### src/rtl/framebuffer_window_writer.sv
// Framebuffer write-address generator for the DBI/DCS command stream.
// Decodes CASET/PASET windows and RAMWR/RAMWR-continue pixel streams.
//
// Ports:
//   i_clk, i_rst_n        clock, synchronous active-low reset
//   i_command(_latch)     DCS command byte and its strobe
//   i_param(_latch)       command parameter byte and its strobe
//   i_pixel(_latch)       assembled pixel and its strobe
//   o_write_address/data  framebuffer write port, 1-cycle latency
//   o_write_enable        write strobe
//   o_window_done         pulse with the last pixel of the window
//   o_pixel_count         pixels written since 2Ch (FB_WRITER_PIXCNT_EN)
//
// Optional build macro: FB_WRITER_PIXCNT_EN adds the pixel counter.

module framebuffer_window_writer #(
   parameter int H_RES  = 320,
   parameter int V_RES  = 240,
   parameter int ADDR_W = 18,
   parameter int DATA_W = 16
) (
   input  logic              i_clk,
   input  logic              i_rst_n,
   input  logic [7:0]        i_command,
   input  logic              i_command_latch,
   input  logic [7:0]        i_param,
   input  logic              i_param_latch,
   input  logic [DATA_W-1:0] i_pixel,
   input  logic              i_pixel_latch,
   output logic [ADDR_W-1:0] o_write_address,
   output logic [DATA_W-1:0] o_write_data,
   output logic              o_write_enable,
   output logic              o_window_done
`ifdef FB_WRITER_PIXCNT_EN
   ,
   output logic [ADDR_W-1:0] o_pixel_count
`endif
);

   localparam logic [15:0]       X_MAX = 16'(H_RES - 1);
   localparam logic [15:0]       Y_MAX = 16'(V_RES - 1);
   localparam logic [ADDR_W-1:0] PITCH = ADDR_W'(H_RES);

   typedef enum logic [1:0] {
      S_IDLE,
      S_CASET,
      S_PASET,
      S_RAMWR
   } state_t;

   state_t            state;
   logic [2:0]        p_idx;
   logic [15:0]       p_start;
   logic [7:0]        p_end_hi;
   logic [15:0]       sc, ec, sp, ep;
   logic [15:0]       cur_x, cur_y;
   logic [ADDR_W-1:0] cur_addr;

   logic              param_ok;
   logic              pix_ok;
   logic              at_ex, at_ey;
   logic [15:0]       p_end, lim;
   logic [15:0]       c_start, c_end_clip, c_end;
   logic [ADDR_W-1:0] origin, row_step;

   // Command strobe always wins over a coincident data strobe.
   assign param_ok = i_param_latch && !i_command_latch &&
                     (state == S_CASET || state == S_PASET) &&
                     (p_idx < 3'd4);
   assign pix_ok   = i_pixel_latch && !i_command_latch &&
                     (state == S_RAMWR);

   // >= rather than == keeps the cursor inside the window even if
   // 3Ch resumes after the window shrank under it.
   assign at_ex = (cur_x >= ec);
   assign at_ey = (cur_y >= ep);

   assign origin   = ADDR_W'(sp) * PITCH + ADDR_W'(sc);
   assign row_step = PITCH - ADDR_W'(ec - sc);

   // Clamp the pending window on the 4th parameter byte.
   always_comb begin
      p_end      = {p_end_hi, i_param};
      lim        = (state == S_CASET) ? X_MAX : Y_MAX;
      c_start    = (p_start > lim) ? lim : p_start;
      c_end_clip = (p_end > lim) ? lim : p_end;
      c_end      = (c_start > c_end_clip) ? c_start : c_end_clip;
   end

   always_ff @(posedge i_clk) begin
      if (!i_rst_n) begin
         state           <= S_IDLE;
         p_idx           <= '0;
         p_start         <= '0;
         p_end_hi        <= '0;
         sc              <= '0;
         ec              <= X_MAX;
         sp              <= '0;
         ep              <= Y_MAX;
         cur_x           <= '0;
         cur_y           <= '0;
         cur_addr        <= '0;
         o_write_address <= '0;
         o_write_data    <= '0;
         o_write_enable  <= 1'b0;
         o_window_done   <= 1'b0;
      end else begin
         o_write_enable <= pix_ok;
         o_window_done  <= pix_ok && at_ex && at_ey;

         if (pix_ok) begin
            o_write_data    <= i_pixel;
            o_write_address <= cur_addr;
            if (!at_ex) begin
               cur_x    <= cur_x + 16'd1;
               cur_addr <= cur_addr + 1'b1;
            end else if (!at_ey) begin
               cur_x    <= sc;
               cur_y    <= cur_y + 16'd1;
               cur_addr <= cur_addr + row_step;
            end else begin
               cur_x    <= sc;
               cur_y    <= sp;
               cur_addr <= origin;
            end
         end

         if (i_command_latch) begin
            case (i_command)
               8'h2A: begin
                  state <= S_CASET;
                  p_idx <= '0;
               end
               8'h2B: begin
                  state <= S_PASET;
                  p_idx <= '0;
               end
               8'h2C: begin
                  state    <= S_RAMWR;
                  cur_x    <= sc;
                  cur_y    <= sp;
                  cur_addr <= origin;
               end
               8'h3C:   state <= S_RAMWR;
               default: state <= S_IDLE;
            endcase
         end else if (param_ok) begin
            p_idx <= p_idx + 3'd1;
            case (p_idx)
               3'd0: p_start[15:8] <= i_param;
               3'd1: p_start[7:0]  <= i_param;
               3'd2: p_end_hi      <= i_param;
               3'd3: begin
                  if (state == S_CASET) begin
                     sc <= c_start;
                     ec <= c_end;
                  end else begin
                     sp <= c_start;
                     ep <= c_end;
                  end
               end
               default: ;
            endcase
         end
      end
   end

`ifdef FB_WRITER_PIXCNT_EN
   // Counts with the accepted pixel so it steps alongside its write.
   always_ff @(posedge i_clk) begin
      if (!i_rst_n) begin
         o_pixel_count <= '0;
      end else if (i_command_latch && i_command == 8'h2C) begin
         o_pixel_count <= '0;
      end else if (pix_ok && !(&o_pixel_count)) begin
         o_pixel_count <= o_pixel_count + 1'b1;
      end
   end
`endif

endmodule

### config.mk
export PLATFORM = sky130hd
export DESIGN_NAME = framebuffer_window_writer
export DESIGN_NICKNAME = d
export VERILOG_FILES = /design/src/rtl/framebuffer_window_writer.sv
export SDC_FILE = /design/constraint.sdc
export NUM_CORES = 1
export LEC_CHECK = 0
export CELL_PAD_IN_SITES_DETAIL_PLACEMENT = 0
export CELL_PAD_IN_SITES_GLOBAL_PLACEMENT = 2
export CORE_MARGIN = 1
export CORE_UTILIZATION = 36
export DETAILED_ROUTE_END_ITERATION = 10
export GPL_TIMING_DRIVEN = 0
export PLACE_DENSITY = 0.84
export SYNTH_ARGS = -nofsm -noshare
export SYNTH_HDL_FRONTEND = slang
export SYNTH_SLANG_ARGS = --single-unit
### constraint.sdc
create_clock -name i_clk -period 5.1 [get_ports i_clk]
set_input_delay 1.02 -clock i_clk [delete_from_list [all_inputs] [get_ports i_clk]]
set_output_delay 1.02 -clock i_clk [all_outputs]
set_load 0.02 [all_outputs]
* Word-level counts from Yosys, hierarchy flattened *
Cells that the tools add are included.

word-level totals
  bits in registers = 179
  input port bits = 37
  output and inout port bits = 36
  word-level logic and storage cells = 85

operators by class
  $add $sub $neg = 8
  multipliers = 1
  $lt $le $gt $ge = 6
  equal/unequal tests = 11
  muxes and demuxes = 22
  bitwise operators = 2
  reduce and logical (&&, ||, !) cells = 19

operator list
  operator                  number
  $mux W16                  12
  $mux W18                  5
  $add A16 B1 Y16 const B   2
  $eq A8 B6 Y1 const B      4
  $ge A16 B16 Y1            2
  $gt A16 B9 Y1             2
  $add A18 B1 Y18 const B   1
  $add A18 B16 Y18          1
  $add A18 B18 Y18          1
  $sub A10 B17 Y18 const A  1
  $sub A16 B16 Y17          1
  $gt A16 B16 Y1            1
  $mul A16 B3 Y12 const B   1
  $mux W3                   3
  $mux W9                   1
  $reduce_and A3 Y1         3
  $reduce_and A4 Y1         2
  $logic_and A1 B1 Y1       7
  $eq A3 B2 Y1 const B      2
  $pmux W2 S3               1
  $eq A2 B2 Y1 const B      2
  $reduce_or A2 Y1          2
  $add A3 B1 Y3 const B     1
  $eq A3 B1 Y1 const B      1
  other kinds (9)           10

* Depth between registers and ports, before layout *
  depth in word-level cells = 8
  depth in mapped cells = 21

* Worst setup path before layout *
OpenSTA, ideal clock, no wires.

  path kind = register -> register
  start point = register sc[2]
  end point = register cur_addr[17]
  data arrival time = 4.047 ns
  data required time = 4.997 ns
  slack = 0.949 ns
  stages on the path, launching flop included = 20
  cells stage by stage = dfxtp_1 inv_1 ha_1 nor2b_1 o31ai_1 a21oi_1 a21o_1 a21o_1 a21oi_1 xor2_1 ha_1 ha_1 and3_4 a31o_1 a41oi_2 o21ai_2 o21a_1 o211ai_1 xor2_1 a2111oi_2

between the ends
  cells in the longest elaborated chain, start to end = 8
  elaborated cells on any way between the ends = 9
  those cells by class = 4 x add/sub; 5 x mux

ends and longest elaborated chain
  item                    line  source
  from (decl)             55    logic [15:0] sc, ec, sp, ep;
  from (signal assigned)  155   sc <= c_start;
  $sub A16 B16 Y17        79    assign row_step = PITCH - ADDR_W'(ec - sc);
  $sub A10 B17 Y18        79
  $add A18 B18 Y18        120   cur_addr <= cur_addr + row_step;
  $mux W18                117   end else if (!at_ey) begin
  $mux W18                114   if (!at_ex) begin
  $mux W18                111   if (pix_ok) begin
  $mux W18                129   case (i_command)
  $mux W18 (*)            128   if (i_command_latch) begin
  to (signal assigned)    116   cur_addr <= cur_addr + 1'b1;
  to (signal assigned)    120
  to (signal assigned)    124   cur_addr <= origin;
  to (decl)               57    logic [ADDR_W-1:0] cur_addr;

Every way passes the cells marked *; elsewhere a longest branch is shown, timed or not.
A chain may end at the register's enable or synchronous reset.

* Final worst setup path *
  start point = register sc[5]
  end point = register cur_addr[17]

The elaborated chain is that of the path after synthesis.

==> tab_implementation.tex <==
\begin{tabular}{lr}
\hline
Metric & Value \\
\hline
\multicolumn{2}{l}{\textbf{Status}} \\
\quad Outcome & finished, final reports clean \\
\multicolumn{2}{l}{\textbf{Detailed routing}} \\
\quad Residual DRC & 0 \\
\quad DR vias/cell & 5.51 \\
\quad WL final & 42.1 mm \\
\quad Number of DRC violations after detailed-routing iteration 0 & 800 \\
\quad Antenna Nets Post-Route & 0 \\
\quad Detailed Routing Iterations Pass 1 & 5 \\
\quad Vias & 11.4k \\
\quad Routed wire per std cell & 20.3 um \\
\multicolumn{2}{l}{\textbf{STA}} \\
\quad Final critical-path required period & 4.88 ns \\
\quad Clock Skew & 0.0170 ns \\
\quad RSZ-0062 raised after global routing & yes \\
\quad Final cycle utilization of the critical path & 95.6\% \\
\quad Worst max-slew margin expressed relative to the limit & 36.9\% \\
\quad Setup Viol. Count Final & 0 \\
\quad Slew at the pin closest to its max-slew limit & 0.947 ns \\
\quad Worst path setup slack after routing & 0.223 ns \\
\quad Hold Vio Cnt, Final & 0 \\
\quad Sum of negative setup slack & 0 ns \\
\quad Maximum operating frequency & 0.205 GHz \\
\quad Number of pins exceeding their max-slew limit in the final report & 0 \\
\multicolumn{2}{l}{\textbf{Clock network}} \\
\quad Clock edge transition at the registers on the reported setup and hold paths & 0.09 ns \\
\quad TritonCTS clock tree & done \\
\quad Post-CTS setup buffer count & 0 \\
\quad Maximum root-to-sink buffer count & 2 \\
\quad Number of sinks on the clock net & 179 \\
\quad Root Buffer & sky130\_fd\_sc\_hd\_\_clkbuf\_16 \\
\quad Number of buffers created by CTS & 17 \\
\quad Level count of the clock H-tree & 4 \\
\quad Cts-stage hold buffer count & 0 \\
\quad Skew-Pair Late Insertion Delay & 0.47 ns \\
\multicolumn{2}{l}{\textbf{Critical path}} \\
\quad Required time at the worst-slack endpoint & 5.48 ns \\
\quad Timing endpoint of the critical path & cur\_addr[17] \\
\quad Worst setup path startpoint & sc[5] \\
\quad Cell family with the largest share of critical-path delay & compound AO/OA/AOI/OAI gates \\
\quad Worst reg2reg startpoint & sc[5] \\
\quad Worst path cell trace & inv\_1, ha\_1, or2\_2, a21oi\_1, a21oi\_2, a21o\_1, a21o\_1, a21oi\_1, xor2\_1, ha\_1, ha\_1, and3\_4, a31o\_1, a41oi\_2, o21ai\_2, o21a\_1, o211ai\_1, xor2\_1, a2111oi\_2 \\
\quad Startpoint type of the worst setup path & flip-flop \\
\quad Data arrival time of the worst path & 5.25 ns \\
\quad RR Endpoint & cur\_addr[17] \\
\quad Depth of the critical timing path with buffers and inverters included & 19 \\
\quad Cell with the most instances on the worst path & sky130\_fd\_sc\_hd\_\_ha\_1 \\
\quad Type of destination of the critical path & flip-flop \\
\quad Cell count of the worst reg-to-reg path & 19 \\
\quad Highest-delay cell along the critical path & sky130\_fd\_sc\_hd\_\_dfxtp\_1 \\
\quad FF-to-FF setup slack & 0.22 ns \\
\quad Sum of buffers and inverters on the critical path & 1 \\
\quad Largest stage delay, worst path & 0.49 ns \\
\quad Crit Path Max Fanout & 5 \\
\quad Kind of critical path & flip-flop to flip-flop \\
\multicolumn{2}{l}{\textbf{Floorplanning}} \\
\quad Number of standard-cell rows in the floorplan & 66 \\
\quad Initial Util & 36.8\% \\
\quad Area of the core region & 0.0328 mm\^{}2 \\
\quad Vertical die dimension & 185 um \\
\quad Horizontal die dimension & 185 um \\
\quad Boundary Pins & 73 \\
\quad Total Die Area & 0.0343 mm\^{}2 \\
\multicolumn{2}{l}{\textbf{Final layout}} \\
\quad Final antenna diode count & 0 \\
\quad Proportion of layout cells with a drive suffix above 1 & 7.52\% \\
\quad Most common cell after layout, fill and taps aside & sky130\_fd\_sc\_hd\_\_nand2\_1 \\
\quad Commonest non-fill, non-tap cells in the layout & sky130\_fd\_sc\_hd\_\_nand2\_1, sky130\_fd\_sc\_hd\_\_dfxtp\_1, sky130\_fd\_sc\_hd\_\_a21oi\_1 \\
\quad Number of nets in the layout & 1806 \\
\quad Growth of design area from synthesis to finish & 16.0\% \\
\quad Area of all placed cells without fillers & 0.0140 mm\^{}2 \\
\quad Final instance count without filler cells & 2078 \\
\multicolumn{2}{l}{\textbf{Place}} \\
\quad Post-place setup slack & 0.103 ns \\
\quad Detail Placement HPWL & 32.5 mm \\
\quad Final Wtd Congestion & 0.971 \\
\quad Number of cells after detailed placement & 2046 \\
\quad Port buffer count & 72 \\
\quad Post-Place Cell Area & 0.0134 mm\^{}2 \\
\multicolumn{2}{l}{\textbf{Logic synthesis}} \\
\quad Register area share after synthesis & 29.7\% \\
\quad Number of distinct standard cells referenced by the synthesized netlist & 83 \\
\quad Gate count after technology mapping & 1520 \\
\quad EDFF count, synth & 0 \\
\quad Post-synthesis average cell area & 7.94 um\^{}2 \\
\quad Cell taking the most area after synthesis & sky130\_fd\_sc\_hd\_\_dfxtp\_1 \\
\quad Area share of the largest cell type after synthesis & 29.7\% \\
\quad Warnings from Yosys & 0 \\
\quad Fraction of synthesis flops using an asynchronous set or reset pin & 0\% \\
\quad Total of flip-flops plus latches after synthesis & 179 \\
\quad Total standard cell area after synthesis & 0.0121 mm\^{}2 \\
\quad Primary flip-flop cell chosen by synthesis mapping & sky130\_fd\_sc\_hd\_\_dfxtp\_1 \\
\quad Ranking of synthesized cells by area & sky130\_fd\_sc\_hd\_\_dfxtp\_1, sky130\_fd\_sc\_hd\_\_ha\_1, sky130\_fd\_sc\_hd\_\_a21oi\_1, sky130\_fd\_sc\_hd\_\_nand2\_1, sky130\_fd\_sc\_hd\_\_o21ai\_0 \\
\multicolumn{2}{l}{\textbf{GRT}} \\
\quad Maximum number of pins on one net before global-route repair & 20 \\
\quad Wire length of the first global-routing pass & 64.8 mm \\
\quad Total grt overflow & 0 \\
\quad Aggregate global-route resource usage & 25.4\% \\
\quad Via count of the first global-routing pass & 10.9k \\
\quad Initial antenna violation count & 0 \\
\multicolumn{2}{l}{\textbf{Power and ir drop}} \\
\quad Leakage power & 5.63 nW \\
\quad Peak ir drop on the vdd network & 0.231 mV \\
\quad Cell area power density & 224 mW/mm\^{}2 \\
\multicolumn{2}{l}{\textbf{Run}} \\
\quad Max-cap violation count & 0 \\
\multicolumn{2}{l}{\textbf{Worst hold path}} \\
\quad Min-delay worst type & flip-flop to flip-flop \\
\hline
\end{tabular}
## sequential cells by signal (all words and copies together), names as in the netlist
signal,count
cur_addr,18
cur_x,16
cur_y,16
ec,16
ep,16
o_window_done,1
o_write_address,18
o_write_data,16
o_write_enable,1
p_end_hi,8
p_idx,3
p_start,16
sc,16
sp,16
state,2
## logic make-up after synthesis
group | share of synthesized area [%]
and+or+nand+nor | 19.3
AOI/OAI and AO/OA | 24.1
DFF | 29.7
buffers and inverters | 6.13
adders and majority gates | 15.4
xor gates and xnor gates | 3.27
muxes | 2.13
other | 0.0622
## where the power goes
group / internal [mW] / switching (mW) / leakage [nW] / total, mW
sequential: 1.41 / 0.0122 / 1.44 / 1.42
clock: 0.658 / 0.709 / 0.290 / 1.37
combinational: 0.137 / 0.221 / 3.90 / 0.358
## through the flow
step	power, mW	hold WS, ns	utilization (%)
floorplan	1.67	0.430	-
global placement	1.80	0.441	40.8
detailed placement	1.80	0.444	40.8
CTS	3.16	0.454	42.6
global route	3.26	0.473	42.7
finish	3.14	0.451	42.7
## timing repair
| action | in CTS | in global routing |
|---|---|---|
| endpoints found under the setup margin | 0 | 15 |
| hold endpoints to repair | 0 | 0 |
| gates resized for setup | 0 | 11 |
## cell type report
type	instances	area [um^2]
Fill cell	3429	18800
Multi-Input combinational cell	1175	7810
Sequential cell	179	3590
Timing Repair Buffer	72	721
Tap cell	442	553
Clock buffer	17	425
Buffer	82	380
Inverter	96	360
Clock inverter	15	165
## worst reg2reg max path, delay by kind of cell (launching register included)
| family | cells | cell delay (ns) |
|---|---|---|
| AND/OR/NAND/NOR | 2 | 0.51 |
| flip-flops | 1 | 0.49 |
| adder cells (fa/ha/maj) | 3 | 0.97 |
| buffers and inverters | 1 | 0.08 |
| AO/OA/AOI/OAI | 11 | 2.30 |
| XOR/XNOR | 2 | 0.41 |
## how the worst min path moves through the flow
| stage | cells past startpoint | end | from | slack, ns |
|---|---|---|---|---|
| 3_5_place_dp | 2 | p_end_hi[6] | p_end_hi[6] | 0.44 |
| 5_1_grt | 2 | o_write_data[3] | o_write_data[3] | 0.47 |
| 2_1_floorplan | 2 | ep[10] | ep[10] | 0.43 |
| 3_3_place_gp | 2 | o_write_data[12] | o_write_data[12] | 0.44 |
| 6_report | 2 | p_end_hi[6] | p_end_hi[6] | 0.45 |
| 4_1_cts | 2 | p_end_hi[6] | p_end_hi[6] | 0.45 |
## synth_stat cells, types with 6 or more instances
cell type and n:
sky130_fd_sc_hd__nand2_1 180, sky130_fd_sc_hd__dfxtp_1 179, sky130_fd_sc_hd__a21oi_1 173, sky130_fd_sc_hd__ha_1 142
sky130_fd_sc_hd__inv_1 94, sky130_fd_sc_hd__o21ai_0 90, sky130_fd_sc_hd__nor2_1 78, sky130_fd_sc_hd__nand3_1 67
sky130_fd_sc_hd__clkbuf_1 47, sky130_fd_sc_hd__nor3_1 45, sky130_fd_sc_hd__a211oi_1 25, sky130_fd_sc_hd__a21o_1 25
sky130_fd_sc_hd__xnor2_1 25, sky130_fd_sc_hd__and3_1 24, sky130_fd_sc_hd__o21a_1 21, sky130_fd_sc_hd__buf_2 20
sky130_fd_sc_hd__nand4_1 20, sky130_fd_sc_hd__xor2_1 20, sky130_fd_sc_hd__a31oi_1 18, sky130_fd_sc_hd__o22ai_1 18
sky130_fd_sc_hd__mux2_2 13, sky130_fd_sc_hd__mux2i_1 11, sky130_fd_sc_hd__o211ai_1 10, sky130_fd_sc_hd__buf_1 9
sky130_fd_sc_hd__nand2b_1 9, sky130_fd_sc_hd__or3_1 9, sky130_fd_sc_hd__nor2b_1 8, sky130_fd_sc_hd__and2_1 7
sky130_fd_sc_hd__o21ai_1 7, sky130_fd_sc_hd__a31o_2 6, sky130_fd_sc_hd__nor4_1 6, sky130_fd_sc_hd__or2_2 6
sky130_fd_sc_hd__or4_1 6
## per-layer routing
layer / track usage (%) / routed length (um) / share of wire [%]
met1: 34.2 / 19600 / 47
met3: 3.32 / 1920 / 4.6
met2: 42.1 / 19800 / 47
met5: 0 / 0 / 0
met4: 7.17 / 791 / 1.9
Power figures use the tool's default switching activity.
